### config.mk
export PLATFORM = sky130hd
export DESIGN_NAME = cmd_proc
export DESIGN_NICKNAME = d
export VERILOG_FILES = /design/src/rtl/cmd_proc.sv
export SDC_FILE = /design/constraint.sdc
export NUM_CORES = 1
export LEC_CHECK = 0
export CAP_MARGIN = 25
export CORE_MARGIN = 3
export CORE_UTILIZATION = 29
export DETAILED_ROUTE_END_ITERATION = 7
export MAX_ROUTING_LAYER = met4
export PLACE_DENSITY = 0.54
export SLEW_MARGIN = 30
export SYNTH_ARGS = -nofsm -noshare
export SYNTH_HDL_FRONTEND = slang
export SYNTH_SLANG_ARGS = --single-unit
### constraint.sdc
create_clock -name clk -period 3 [get_ports clk]
set_clock_uncertainty 0.05 [all_clocks]
set_input_delay 0.6 -clock clk [delete_from_list [all_inputs] [get_ports clk]]
set_output_delay 0.6 -clock clk [all_outputs]
set_load 0.05 [all_outputs]
### src/rtl/cmd_proc.sv
// Command processor: decodes UART commands into gyro calibration, tours and
// heading-aligned moves with a forward-speed ramp up/down profile.
module cmd_proc #(
    parameter int unsigned FAST_SIM = 1
) (
    input  logic        clk,
    input  logic        rst_n,
    input  logic [15:0] cmd,
    input  logic        cmd_rdy,
    output logic        clr_cmd_rdy,
    input  logic [11:0] heading,
    input  logic        heading_rdy,
    input  logic        cal_done,
    input  logic        cntrIR,
    output logic        strt_cal,
    output logic        send_resp,
    output logic [7:0]  resp,
    output logic        moving,
    output logic [11:0] desired_heading,
    output logic [9:0]  frwrd,
    output logic        fanfare_go,
    output logic        tour_go
);

    localparam int unsigned STATE_W = 3;
    localparam int unsigned FRWRD_W = 10;
    localparam int unsigned HEAD_W  = 12;
    localparam int unsigned CNT_W   = 5;

    localparam logic [STATE_W-1:0] IDLE    = 3'd0;
    localparam logic [STATE_W-1:0] CAL     = 3'd1;
    localparam logic [STATE_W-1:0] TURN    = 3'd2;
    localparam logic [STATE_W-1:0] RAMP_UP = 3'd3;
    localparam logic [STATE_W-1:0] RAMP_DN = 3'd4;

    localparam logic [FRWRD_W-1:0] FRWRD_INC = (FAST_SIM != 0) ? 10'h020 : 10'h003;
    localparam logic [FRWRD_W-1:0] FRWRD_DEC = {FRWRD_INC[FRWRD_W-2:0], 1'b0};
    localparam logic [FRWRD_W-1:0] FRWRD_MAX = 10'h300;
    localparam logic [HEAD_W-1:0]  ALIGN_THR = 12'h02C;

    logic [STATE_W-1:0] state_q, state_d;
    logic [FRWRD_W-1:0] frwrd_q, frwrd_d;
    logic [HEAD_W-1:0]  desired_heading_q, desired_heading_d;
    logic [CNT_W-1:0]   target_q, target_d;
    logic [CNT_W-1:0]   sq_cnt_q, sq_cnt_d;
    logic               moving_q, moving_d;
    logic               fanfare_q, fanfare_d;
    logic               strt_cal_q, strt_cal_d;
    logic               send_resp_q, send_resp_d;
    logic               fanfare_go_q, fanfare_go_d;
    logic               tour_go_q, tour_go_d;
    logic               cntr_ir_q;

    logic [HEAD_W-1:0]  err;
    logic [HEAD_W-1:0]  err_abs;
    logic               aligned;
    logic               ir_rise;
    logic [FRWRD_W:0]   frwrd_sum;

    // Heading alignment and line-crossing detection
    always_comb begin
        err       = heading - desired_heading_q;
        err_abs   = err[HEAD_W-1] ? (~err + 12'd1) : err;
        aligned   = (err_abs < ALIGN_THR);
        ir_rise   = cntrIR & ~cntr_ir_q;
        frwrd_sum = {1'b0, frwrd_q} + {1'b0, FRWRD_INC};
    end

    // Next-state and output decode
    always_comb begin
        state_d           = state_q;
        frwrd_d           = frwrd_q;
        desired_heading_d = desired_heading_q;
        target_d          = target_q;
        sq_cnt_d          = (moving_q && ir_rise) ? (sq_cnt_q + 5'd1) : sq_cnt_q;
        moving_d          = moving_q;
        fanfare_d         = fanfare_q;
        strt_cal_d        = 1'b0;
        send_resp_d       = 1'b0;
        fanfare_go_d      = 1'b0;
        tour_go_d         = 1'b0;
        clr_cmd_rdy       = 1'b0;

        case (state_q)
            IDLE: begin
                frwrd_d = '0;
                if (cmd_rdy) begin
                    clr_cmd_rdy = 1'b1;
                    case (cmd[15:12])
                        4'b0000: begin
                            strt_cal_d = 1'b1;
                            state_d    = CAL;
                        end
                        4'b0010, 4'b0011: begin
                            desired_heading_d = (cmd[11:4] == 8'h00) ? 12'h000 : {cmd[11:4], 4'hF};
                            target_d          = {cmd[3:0], 1'b0};
                            sq_cnt_d          = '0;
                            fanfare_d         = cmd[12];
                            moving_d          = 1'b1;
                            state_d           = TURN;
                        end
                        4'b0100: tour_go_d = 1'b1;
                        default: ;
                    endcase
                end
            end
            CAL: begin
                frwrd_d = '0;
                if (cal_done) begin
                    send_resp_d = 1'b1;
                    state_d     = IDLE;
                end
            end
            TURN: begin
                frwrd_d = '0;
                if (aligned) state_d = RAMP_UP;
            end
            RAMP_UP: begin
                if (heading_rdy)
                    frwrd_d = (frwrd_sum > {1'b0, FRWRD_MAX}) ? FRWRD_MAX : frwrd_sum[FRWRD_W-1:0];
                if (sq_cnt_q == target_q) state_d = RAMP_DN;
            end
            RAMP_DN: begin
                if (frwrd_q == '0) begin
                    moving_d     = 1'b0;
                    send_resp_d  = 1'b1;
                    fanfare_go_d = fanfare_q;
                    state_d      = IDLE;
                end else if (heading_rdy) begin
                    frwrd_d = (frwrd_q <= FRWRD_DEC) ? '0 : (frwrd_q - FRWRD_DEC);
                end
            end
            default: begin
                frwrd_d  = '0;
                moving_d = 1'b0;
                state_d  = IDLE;
            end
        endcase
    end

    // State and output registers
    always_ff @(posedge clk or negedge rst_n) begin
        if (!rst_n) begin
            state_q           <= IDLE;
            frwrd_q           <= '0;
            desired_heading_q <= '0;
            target_q          <= '0;
            sq_cnt_q          <= '0;
            moving_q          <= 1'b0;
            fanfare_q         <= 1'b0;
            strt_cal_q        <= 1'b0;
            send_resp_q       <= 1'b0;
            fanfare_go_q      <= 1'b0;
            tour_go_q         <= 1'b0;
            cntr_ir_q         <= 1'b0;
        end else begin
            state_q           <= state_d;
            frwrd_q           <= frwrd_d;
            desired_heading_q <= desired_heading_d;
            target_q          <= target_d;
            sq_cnt_q          <= sq_cnt_d;
            moving_q          <= moving_d;
            fanfare_q         <= fanfare_d;
            strt_cal_q        <= strt_cal_d;
            send_resp_q       <= send_resp_d;
            fanfare_go_q      <= fanfare_go_d;
            tour_go_q         <= tour_go_d;
            cntr_ir_q         <= cntrIR;
        end
    end

    assign strt_cal        = strt_cal_q;
    assign send_resp       = send_resp_q;
    assign resp            = 8'hA5;
    assign moving          = moving_q;
    assign desired_heading = desired_heading_q;
    assign frwrd           = frwrd_q;
    assign fanfare_go      = fanfare_go_q;
    assign tour_go         = tour_go_q;

endmodule

; Word level (Yosys, flattened, before mapping)
; Cells that the tools add are included.
[word_totals]
ff_bits = 41
latch_bits = 0
mem_bits_rw = 0
romBits = 0
in_bits = 34
memories = 0
[op_classes]
addsub = 5
multipliers = 0
div = 0
order_cmp = 3
eq_ne = 18
shifts = 0
muxes = 36
n_bitwise = 4
reduce_logical = 11
[op_table]
columns = operator, n
row1 = two-way mux 10 bit, 5
row2 = two-way mux 12 bit, 2
row3 = two-way mux 5 bit, 4
row4 = case mux 10 bit (2 select lines), 1
row5 = "!= test 2 bit, second input constant", 8
row6 = two-way mux 1 bit, 15
row7 = two-way mux 3 bit, 5
row8 = case mux 3 bit (5 select lines), 1
row9 = "adder 12 x 1 -> 12 bit, second input constant", 1
row10 = "less-than comparator 12 x 6 -> 1 bit, second input constant", 1
row11 = NOT 12 bit, 1
row12 = subtractor 12 bit, 1
row13 = "adder 10 x 6 -> 11 bit, second input constant", 1
row14 = "> comparator 11 x 10 -> 1 bit, second input constant", 1
row15 = "less-or-equal comparator 10 x 7 -> 1 bit, second input constant", 1
row16 = zero test 10 bit, 1
row17 = "subtractor 10 x 7 -> 10 bit, second input constant", 1
row18 = "equality test 4 x 2 -> 1 bit, second input constant", 2
row19 = zero test 8 bit, 1
row20 = "equality test 3 x 2 -> 1 bit, second input constant", 2
row21 = case mux 3 bit (2 select lines), 1
row22 = AND reduction 3 bit, 2
row23 = AND reduction 6 bit, 1
row24 = "adder 5 x 1 -> 5 bit, second input constant", 1
row25 = other kinds (16), 17

; Logic depth before layout (Yosys ltp)
; Gate-level depths: netlist (run 1).
[depth]
ltp_word = 7
depth_mapped = 10

; Least setup slack after synthesis (run 1)
; OpenSTA, ideal clock, no wires.
[synth_path]
kind = reg-to-reg
startpoint = reg desired_heading_q[3] (netlist: desired_heading[3])
endpoint = reg state_q[0]
arrival_ps = 2975
setup_slack_ps = -129
stages_incl_launch_ff = 10
path_cell_list = dfrtp_1 ha_1 fa_1 nor2b_2 o22ai_1 xnor2_1 or4_1 o21ai_2 mux2_4 o41ai_2
[synth_via]
elab_chain_len = 7
[synth_lines]
columns = element, line
row1 = from (decl), 43  ; logic [HEAD_W-1:0] desired_heading_q, desired_heading_d;
row2 = from (signal assigned), 159  ; desired_heading_q <= desired_heading_d;
row3 = subtractor 12 bit (*), 62  ; err = heading - desired_heading_q;
row4 = NOT 12 bit, 63  ; err_abs = err[HEAD_W-1] ? (~err + 12'd1) : err;
row5 = adder 12 x 1 -> 12 bit, 63
row6 = two-way mux 12 bit (*), 63
row7 = less-than comparator 12 x 6 -> 1 bit (*), 64  ; aligned = (err_abs < ALIGN_THR);
row8 = != test 2 bit (no line) (*), n/a
row9 = AND reduction 6 bit (no line) (*), n/a
row10 = to (signal assigned), 157  ; state_q <= state_d;
row11 = to (decl), 41  ; logic [STATE_W-1:0] state_q, state_d;
; Every way passes the cells marked *; elsewhere a longest branch is shown, timed or not.
; A chain may end at the register's enable or synchronous reset.

; Worst setup path after layout (run 1)
[layout_path]
startpoint = in heading[1]
endpoint = reg state_q[0]
[layout_via]
elab_chain_len = 7
[layout_lines]
columns = element, line
row1 = from (decl), 11  ; input logic [11:0] heading,
row2 = subtractor 12 bit (*), 62
row3 = NOT 12 bit, 63
row4 = adder 12 x 1 -> 12 bit, 63
row5 = two-way mux 12 bit (*), 63
row6 = less-than comparator 12 x 6 -> 1 bit (*), 64
row7 = != test 2 bit (no line) (*), n/a
row8 = AND reduction 6 bit (no line) (*), n/a
; Marks and branches as above.

==> metrics.txt, run 1 <==
status complete, no violations; Netlist cell types 68; Via density around 4.9; Filler cells 882; Final Hold Fails 0; CP max stage cell or4_4; All-Layer GR Usage between 10 and 15%; CTS tree built; post-route ant nets 0; final setup fails 0; Starting DRT DRC Count between 50 and 60; Setup WS pre-CTS -0.548 ns; DRC Markers 0; cell area power density 759 mW/mm^2; total of max-cap violations 0; initial antenna violation count 0; Mapped Cells 300; CTS sink cnt 33; asr flop ratio synth between 90% and 100%; delay-heaviest family, CP simple AND/OR/NAND/NOR gates; Final Hold Slack ~0.47 ns; crit path time final 2.89 ns; DRT Wirelength just over 6000 um; Synth Register Bits 33; Clock transition at path regs around 0.07 ns; critical path data arrival time 3.02 ns; peak supply drop approximately 460 uV; Crit path largest cell delay 0.50 ns; synthesized cell area approximately 0.0026 sq mm; Die H roughly 100 um; top post-synthesis cells by area dfrtp_1 32%, ha_1 8.1%, buf_4 4.6%; R2R Setup Slk around 0.29 ns; Synth warnings 0; final worst path period share between 90 and 100%; Final Non-Filler Cells 479; Worst Path Required approximately 3.1 ns; Die X 101 um; FP Rows 34; Final WS setup around 0.11 ns; clock insertion delay at the later pin of the skew report ~0.28 ns; crit-path cells clkdlybuf4s50_1, inv_1, fa_2, nor2b_4, o22ai_2, xnor2_1, or4_4, o21ai_2, mux2_4, o41ai_2; EDFF count, synth 0; Final Net Count 422; Post-synth top flop dfrtp_1; Num CTS Buffers 5; relative slew slack 59.4%; Leak 1.55 nW; critical path capture point type register; Placed Cells about 470; root buf cell clkbuf_8; final slew viol count 0; CTS Buffer Depth 2; Seq/Total Area, Yosys approximately a third; share of post-route cells with drive strength above 1 between 10% and 20%; GRT Residual Overflow 0; DRT Pass-1 Iters 4; Starting Density 29.9%; diode count 0; DPL Wire Length roughly 4800 um; via count between 2000 and 2500; synthesized area per cell around 8.7 sq um; Yosys top cell area share between 30% and 40%; crit path kind in -> reg; worst min path class reg -> reg; PortBufs between 50 and 60; most common cell in the netlist dfrtp_1; first-pass GRT wire length between 10000 and 15000 um; gpl congestion between 0.8 and 0.9; average routed wire per standard cell approximately 13 um; Worst Path Max Fanout 2; Ports 70; Core ar. between 0.008 and 0.009 sq mm; Slew @ Worst Pin 0.603 ns; Fmax achieved 346 MHz; RSZ-0062 raised after global routing false; largest net degree at the start of global routing 34; Yosys top cell by area dfrtp_1; synth cell count leaders 33 x dfrtp_1, 26 x nand2_1, 19 x nor2_1, 18 x inv_1, 18 x o21ai_0; vias in the first global route roughly 2300; P&R area growth vs syn 35.4%; die area about 0.010 sq mm; startpoint types input pin; H-tree depth 2; Final Util 40.5%; Bufs and invs on worst path 2
-- power by group --
part	switching, mW	internal, mW	leakage [nW]
registers	0.0985	0.559	0.418
clock network	0.169	0.271	0.0585
logic	0.861	0.735	1.07
-- per-layer routing --
metal,vias up,GRT usage (%),part of all wire (%)
li1,1182,-,-
met1,1101,17.5,49
met2,52,19.9,46
met3,3,2.56,4.6
met4,0,3.37,0.49
met5,-,-,0
-- state kept, by name, indices dropped and copies added (netlist names) --
signal           flops
moving               1
fanfare_q            1
frwrd                5
target_q             4
fanfare_go           1
desired_heading      9
state_q              3
tour_go              1
sq_cnt_q             5
send_resp            1
strt_cal             1
cntr_ir_q            1
-- through the flow --
stage	TNS [ns]	area, sq um	power, mW
4_1_cts	0	3530	2.70
3_3_place_gp	-0.490	3350	2.19
6_report	0	3550	2.69
2_1_floorplan	0	2670	1.74
3_5_place_dp	-0.548	3350	2.21
5_1_grt	0	3550	2.90
-- cell type report --
type                    instances  area, sq um  share of cell area (%)
inverters                      18         67.6                    1.90
clock buffers                   7         86.3                    2.43
flip-flops and latches         33          827                    23.3
repair buffers                 79          744                    21.0
clock inverters                 1         30.0                   0.846
multi-input cells             233         1660                    46.7
well taps                     108          135                    3.81
-- kinds of logic after synthesis --
group | count (synthesis) | share of synthesized area, %
other cells | 2 | 0.287
mux | 10 | 4.30
buf+inv | 45 | 9.02
simple gates | 105 | 21.5
compound gates | 70 | 18.9
fa+ha+maj | 18 | 8.88
xor+xnor | 17 | 5.68
flops | 33 | 31.5
-- final timing paths --
kind / start / endpoint / cells past startpoint
min in group asynchronous: rst_n / sq_cnt_q[1] / 2
setup / recovery: heading[1] / state_q[0] / 10
setup reg to reg: desired_heading[3] / state_q[0] / 9
hold / removal: fanfare_q / fanfare_q / 1
max in group asynchronous: rst_n / desired_heading[3] / 2
hold reg to reg: fanfare_q / fanfare_q / 1
-- cell usage in the layout, fill, tap and decap left out, drive strengths merged, types with 3 or more instances in the layout --
master         count
ha                17
o31ai              3
dfrtp             33
nand3             12
conb              13
nor4               3
o22ai              4
mux2i              3
xor2               6
nor4b              3
nand2             26
nor3               7
clkbuf             7
nor2b              4
nor2              19
or2                7
a31oi              4
nand3b             3
a22o               3
nand4              3
buf               24
clkdlybuf4s50     53
and2               4
or3                3
inv               18
a21oi             13
mux2               7
o21ai             19
xnor2             11
-- timing repair --
action                                  CTS  global route
gates resized for setup                   7             4
pin swaps                                 8             2
endpoints found under the setup margin    1             1
hold endpoints to repair                  0             0
setup buffers                             3             0
hold buffers                              0             0
(Power assumes the default switching activity.)
==> run 2, diff against run 1 <==
--- a/config.mk
+++ b/config.mk
@@ -5,6 +5,7 @@
 export SDC_FILE = /design/constraint.sdc
 export NUM_CORES = 1
 export LEC_CHECK = 0
+export ABC_AREA = 1
 export CAP_MARGIN = 25
 export CORE_MARGIN = 3
 export CORE_UTILIZATION = 29
==> run 2 against run 1 <==
  * Wire length is 6.4% higher
  * Critical path depth is 7 higher
  * Sequential power rose by 11%
  * Area after synthesis rose by 4.0%
  * Die area rose by 3.7%
  * Clock power grew 14%
  * Combinational power is 42% higher
  * Register-to-register slack gained 0.25 ns
  * Count of clock-buffer cells in the layout is 2 lower
  * Global-route usage up 0.55 points
  * Sequential share of layout area up 0.40 points
  * First-iteration DRC count is 22% higher
  * Largest cell class unchanged
==> metrics.txt, run 2 <==
peak supply drop 282 uV (was 459 uV); RSZ-0062 raised after global routing false (unchanged); Yosys top cell by area dfrtp_1 (unchanged); status complete, no violations (unchanged); initial antenna violation count 0 (unchanged); Yosys top cell area share 30.3% (was 31.5%); root buf cell clkbuf_8 (unchanged); startpoint types input pin (unchanged); max FFs per register 9 (unchanged); vias in the first global route 2383 (was 2286); share of post-route cells with drive strength above 1 6.42% (was 16.2%); critical path data arrival time 2.84 ns (was 3.02 ns); PortBufs 56 (unchanged); Synth Register Bits 33 (unchanged); worst min path class in -> async (was reg -> reg); average routed wire per standard cell 11.4 um (was 12.9 um); Netlist cell types 35 (was 68); most common cell in the netlist nand2_1 (was dfrtp_1); clock insertion delay at the later pin of the skew report 0.29 ns (was 0.28 ns); Final Hold Fails 0 (unchanged); most frequent cells in the layout 120 x nand2_1, 74 x inv_1, 54 x clkdlybuf4s50_1, 33 x dfrtp_1, 27 x nor2_1 (was 53 x clkdlybuf4s50_1, 32 x dfrtp_1, 26 x nand2_1, 23 x buf_4, 19 x nor2_1); DRT Pass-1 Iters 4 (unchanged); final slew viol count 0 (unchanged); Setup crit end state_q[0] (unchanged); Critical R2R Launch desired_heading[3] (unchanged); DPL Wire Length 5390 um (was 4770 um); CTS tree built (unchanged); final worst path period share 90.1% (was 96.2%); Die H 103 um (was 101 um); post-route ant nets 0 (unchanged); asr flop ratio synth 100% (unchanged); EDFF count, synth 0 (unchanged); Ports 70 (unchanged); Via density 4.43 (was 4.88); relative slew slack 50.6% (was 59.4%); Starting Density 30.5% (was 29.9%); crit path time final 2.70 ns (was 2.89 ns); CTS Buffer Depth 2 (unchanged); gpl congestion 0.895 (was 0.807); Post-synth top flop dfrtp_1 (unchanged); Slew @ Worst Pin 0.741 ns (was 0.603 ns); via count 2546 (was 2338); Setup Fix Bufs, Post-CTS 0 (was 3); Setup TNS Final 0 ns (unchanged); cell area power density 1010 mW/mm^2 (was 759 mW/mm^2); Final Net Count 518 (was 422); FP Rows 34 (unchanged); most common cell after layout, fill and taps aside nand2_1 (was clkdlybuf4s50_1); DRC Markers 0 (unchanged); die area 0.0106 sq mm (was 0.0102 sq mm); first-pass GRT wire length 11000 um (was 10500 um); largest net degree at the start of global routing 34 (unchanged); CTS sink cnt 33 (unchanged); final setup fails 0 (unchanged); synthesized cell area 0.00273 sq mm (was 0.00262 sq mm); synth cell count leaders 120 x nand2_1, 74 x inv_1, 33 x dfrtp_1, 28 x nor2_1, 25 x o21ai_0 (was 33 x dfrtp_1, 26 x nand2_1, 19 x nor2_1, 18 x inv_1, 18 x o21ai_0); critical path capture point type register (unchanged); Die X 103 um (was 101 um); Reg-to-Reg End state_q[0] (unchanged); diode count 0 (unchanged); Mapped Cells 408 (was 300); GRT Residual Overflow 0 (unchanged); Clock transition at path regs 0.08 ns (was 0.07 ns); P&R area growth vs syn 27.9% (was 35.4%); Starting DRT DRC Count 71 (was 58); Setup WS pre-CTS -0.0434 ns (was -0.548 ns); H-tree depth 2 (unchanged); Num CTS Buffers 5 (unchanged); Leak 1.80 nW (was 1.55 nW); Worst Setup SP heading[0] (was heading[1]); DRT Wirelength 6580 um (was 6180 um); Worst Path Max Fanout 3 (was 2); Seq/Total Area, Yosys 30.3% (was 31.5%); total of max-cap violations 0 (unchanged); top post-synthesis cells by area dfrtp_1 30%, nand2_1 17%, inv_1 10% (was dfrtp_1 32%, ha_1 8.1%, buf_4 4.6%); Synth warnings 0 (unchanged); Tot Pwr 3.52 mW (was 2.69 mW); Worst Path Required 3.14 ns (about the same); R2R Setup Slk 0.54 ns (was 0.29 ns); Final Util 39.0% (was 40.5%); Core ar. 0.00893 sq mm (was 0.00876 sq mm); Fmax achieved 370 MHz (was 346 MHz); crit path kind in -> reg (unchanged); synthesized area per cell 6.68 sq um (was 8.74 sq um); Final WS setup 0.296 ns (was 0.114 ns); reg2reg path depth 15 (was 9); All-Layer GR Usage 13.5% (was 13.0%)
## run 2: cell count changes in the layout (fill, tap and decap cells not counted), sizes merged, moves of 12 or more
cell,delta
nand2,+100
inv,+56
buf,-19
nor2,+13
nand3,+12
## run 2: per-stage QoR
step	hold WS, ns	cells	cell area (sq um)
finish	0.318	575	3480
global route	0.371	575	3480
CTS	0.343	575	3480
detailed placement	0.422	567	3350
global placement	0.428	567	3350
floorplan	0.254	419	2770
## run 2: layout make-up
cell class / instances / area [sq um]
Inverter: 74 / 278
Timing Repair Buffer: 59 / 576
Tap cell: 108 / 135
Fill cell: 948 / 5450
Clock buffer: 5 / 68.8
Clock inverter: 3 / 65.1
Sequential cell: 33 / 826
Multi-Input combinational cell: 293 / 1540
## run 2: metal layers
metal / vias to the layer above / routed length [um] / track usage [%]
met3: 10 / 147 / 2.23
met2: 30 / 3310 / 23.1
met5: - / 0 / -
met1: 1142 / 3010 / 16.3
li1: 1364 / - / -
met4: 0 / 100 / 3.98
## run 2: where the power goes
| group | switching [mW] | internal, mW |
|---|---|---|
| combinational | 1.48 | 0.809 |
| sequential | 0.132 | 0.598 |
| clock | 0.173 | 0.330 |
| total | 1.78 | 1.74 |
## run 2: critical path, cell delays in order
cell and delay, ns:
clkdlybuf4s50_1 0.45, inv_1 0.04, ha_1 0.21, fa_2 0.52, nand2_1 0.09, nor2_2 0.15, nand2_1 0.10, nor2_2 0.12
nand2_2 0.07, nand2_1 0.06, nand2_1 0.04, nand2_1 0.05, inv_1 0.04, nand2_1 0.05, nand4_1 0.11, nand3_1 0.09
nand2_1 0.05
## run 2: worst min path at each step
stage	startpoint	endpoint
6_report	rst_n	fanfare_q
5_1_grt	rst_n	strt_cal
4_1_cts	rst_n	fanfare_q
3_5_place_dp	fanfare_q	fanfare_go
3_3_place_gp	target_q[1]	target_q[1]
2_1_floorplan	rst_n	cntr_ir_q
## run 2: logic make-up after synthesis
group	synth area share, %
and+or+nand+nor	33.3
buffers and inverters	15.0
AOI/OAI and AO/OA	9.37
DFF	30.3
adders and majority gates	8.54
xor gates and xnor gates	3.21
other	0.276
## run 2: repair_timing
action,in CTS,in global routing
endpoints found under the setup margin,0,1
hold buffers,0,0
resized for setup,0,1
==> run 3, diff against run 2 <==
--- a/config.mk
+++ b/config.mk
@@ -12,6 +12,7 @@
 export DETAILED_ROUTE_END_ITERATION = 7
 export MAX_ROUTING_LAYER = met4
 export PLACE_DENSITY = 0.54
+export RECOVER_POWER = 50
 export SLEW_MARGIN = 30
 export SYNTH_ARGS = -nofsm -noshare
 export SYNTH_HDL_FRONTEND = slang
==> constraint.sdc (replaced) <==
create_clock -name clk -period 3 [get_ports clk]
set_clock_uncertainty 0.05 [all_clocks]
set_input_delay 0.9 -clock clk [delete_from_list [all_inputs] [get_ports clk]]
set_output_delay 0.9 -clock clk [all_outputs]
set_load 0.05 [all_outputs]
==> run 3 against run 2 <==
  * Design area is 10% higher
  * Sequential power barely moved
  * Cell count up 3.5%
  * Die area unchanged
  * Largest cell class unchanged
  * First-iteration DRC count rose by 13%
  * Worst setup slack worse by 0.13 ns
  * The flow now finishes with violations (max-capacitance violations, max-slew violations)
  * Critical path depth fell by 2
==> metrics.txt, run 3 (synthesis results as in run 2) <==
largest net degree at the start of global routing 34 (unchanged); vias in the first global route 2509 (was 2383); DRC Markers 0 (unchanged); first-pass GRT wire length 11200 um (was 11000 um); R2R Setup Slk 0.45 ns (was 0.54 ns); FP Rows 34 (unchanged); critical path capture point type register (unchanged); CTS tree built (unchanged); via count 2646 (was 2546); P&R area growth vs syn 40.7% (was 27.9%); Slew @ Worst Pin 1.81 ns (was 0.741 ns); GRT Residual Overflow 0 (unchanged); most common cell after layout, fill and taps aside nand2_1 (unchanged); most frequent cells in the layout 110 x nand2_1, 72 x inv_1, 48 x clkdlybuf4s50_1, 33 x dfrtp_1, 26 x nor2_1 (was 120 x nand2_1, 74 x inv_1, 54 x clkdlybuf4s50_1, 33 x dfrtp_1, 27 x nor2_1); Fmax achieved 352 MHz (was 370 MHz); clock insertion delay at the later pin of the skew report 0.28 ns (was 0.29 ns); status finished, violations left (was complete, no violations); register area 826 sq um (unchanged); total of max-cap violations 1 (was 0); relative slew slack -20.8% (was 50.6%); peak supply drop 382 uV (was 282 uV); final slew viol count 34 (was 0); reg2reg path depth 14 (was 15); Final WS setup 0.161 ns (was 0.296 ns); All-Layer GR Usage 13.8% (was 13.5%); Final Net Count 538 (was 518); design area 0.00383 sq mm (was 0.00348 sq mm); Hold Path Origin target_q[4]; crit path time final 2.84 ns (was 2.70 ns); Leak 1.92 nW (was 1.80 nW); Via density 4.45 (was 4.43); initial antenna violation count 0 (unchanged); gpl congestion 0.887 (was 0.895); dpl cell area 0.00349 sq mm (was 0.00335 sq mm); PortBufs 56 (unchanged); critical path data arrival time 2.97 ns (was 2.84 ns); Die H 103 um (unchanged); average routed wire per standard cell 11.7 um (was 11.4 um); cell depth of the worst hold path 2; failing checks max-capacitance violations, max-slew violations; CTS sink cnt 33 (unchanged); CTS Buffer Depth 2 (unchanged); Starting Density 30.5% (unchanged); Final Hold Fails 0 (unchanged); Filler cells 904 (was 948); Num CTS Buffers 5 (unchanged); Placed Cells 582 (was 567); crit path kind in -> reg (unchanged); share of post-route cells with drive strength above 1 15.6% (was 6.42%); Worst Path Max Fanout 3 (unchanged); Ports 70 (unchanged); Core ar. 0.00893 sq mm (unchanged); DRT Wirelength 6960 um (was 6580 um); Worst Path Required 3.13 ns (was 3.14 ns); Critical R2R Launch desired_heading[3] (unchanged); final setup fails 0 (unchanged); cell area power density 1030 mW/mm^2 (was 1010 mW/mm^2); Starting DRT DRC Count 80 (was 71); Setup TNS Final 0 ns (unchanged); root buf cell clkbuf_8 (unchanged); Die X 103 um (unchanged); Final Non-Filler Cells 595 (was 575); Final Hold Slack 0.450 ns (was 0.318 ns); max FFs per register 9 (unchanged); Setup WS pre-CTS -0.333 ns (was -0.0434 ns); startpoint types input pin (unchanged); diode count 0 (unchanged); DRT Pass-1 Iters 4 (unchanged); die area 0.0106 sq mm (unchanged); Multi-input gate area 0.00173 sq mm (was 0.00154 sq mm); H-tree depth 2 (unchanged); Clock transition at path regs 0.07 ns (was 0.08 ns); DPL Wire Length 5440 um (was 5390 um); final worst path period share 94.6% (was 90.1%); worst min path class reg -> reg (was in -> async); post-route ant nets 0 (unchanged); Worst Setup SP heading[8] (was heading[0])
[run 3: critical path, cell delays in order]
cell and delay, ns:
clkdlybuf4s50_1 0.42, ha_1 0.33, nand2_1 0.08, nand2_1 0.08, a21oi_2 0.16, nand4_1 0.24, buf_4 0.22, nand3_1 0.07
nand3_1 0.07, nand2_1 0.07, nand2_1 0.07, nand4_1 0.11, nand2_1 0.06, nand2_1 0.05, nand2_1 0.04
[run 3: path summary, 6_finish.rpt]
kind | end
min | target_q[4]
max in group asynchronous | desired_heading[6]
min in group asynchronous | tour_go
max | state_q[0]
max reg2reg | state_q[0]
min reg2reg | target_q[4]
[run 3: power by group]
part,switching [mW],total (mW),internal (mW)
logic,1.67,2.77,1.09
clock network,0.162,0.433,0.271
registers,0.132,0.731,0.598
total,1.97,3.93,1.96
[run 3: metrics by stage]
stage / utilization (%) / total power, mW
after global routing: 42.9 / 4.33
final: 42.9 / 3.93
after CTS: 40.4 / 3.65
after detailed placement: 39.0 / 3.20
after global placement: 39.0 / 3.16
after floorplan: - / 2.46
[run 3: timing repair]
item	4_1_cts	5_1_grt
gates resized for setup	2	41
endpoints found under the setup margin	1	1
pin swaps	3	18
buffers inserted	0	4
gates cloned	0	1
hold buffers	0	0
[run 3: cell type report]
cell class                      instances  area share [%]
Multi-Input combinational cell        294            45.1
Sequential cell                        33            21.5
Timing Repair Buffer                   78            19.5
Inverter                               74            7.24
Tap cell                              108            3.52
Clock buffer                            7            2.25
Clock inverter                          1           0.783
[run 3: layer usage]
metal | part of all wire [%] | routed length, um | vias up | GRT usage, %
met5 | 0 | 0 | - | -
met4 | 1.2 | 82 | 0 | 3.98
met3 | 2.6 | 182 | 7 | 2.50
met2 | 52 | 3630 | 36 | 23.9
met1 | 44 | 3060 | 1196 | 16.2
li1 | - | - | 1407 | -
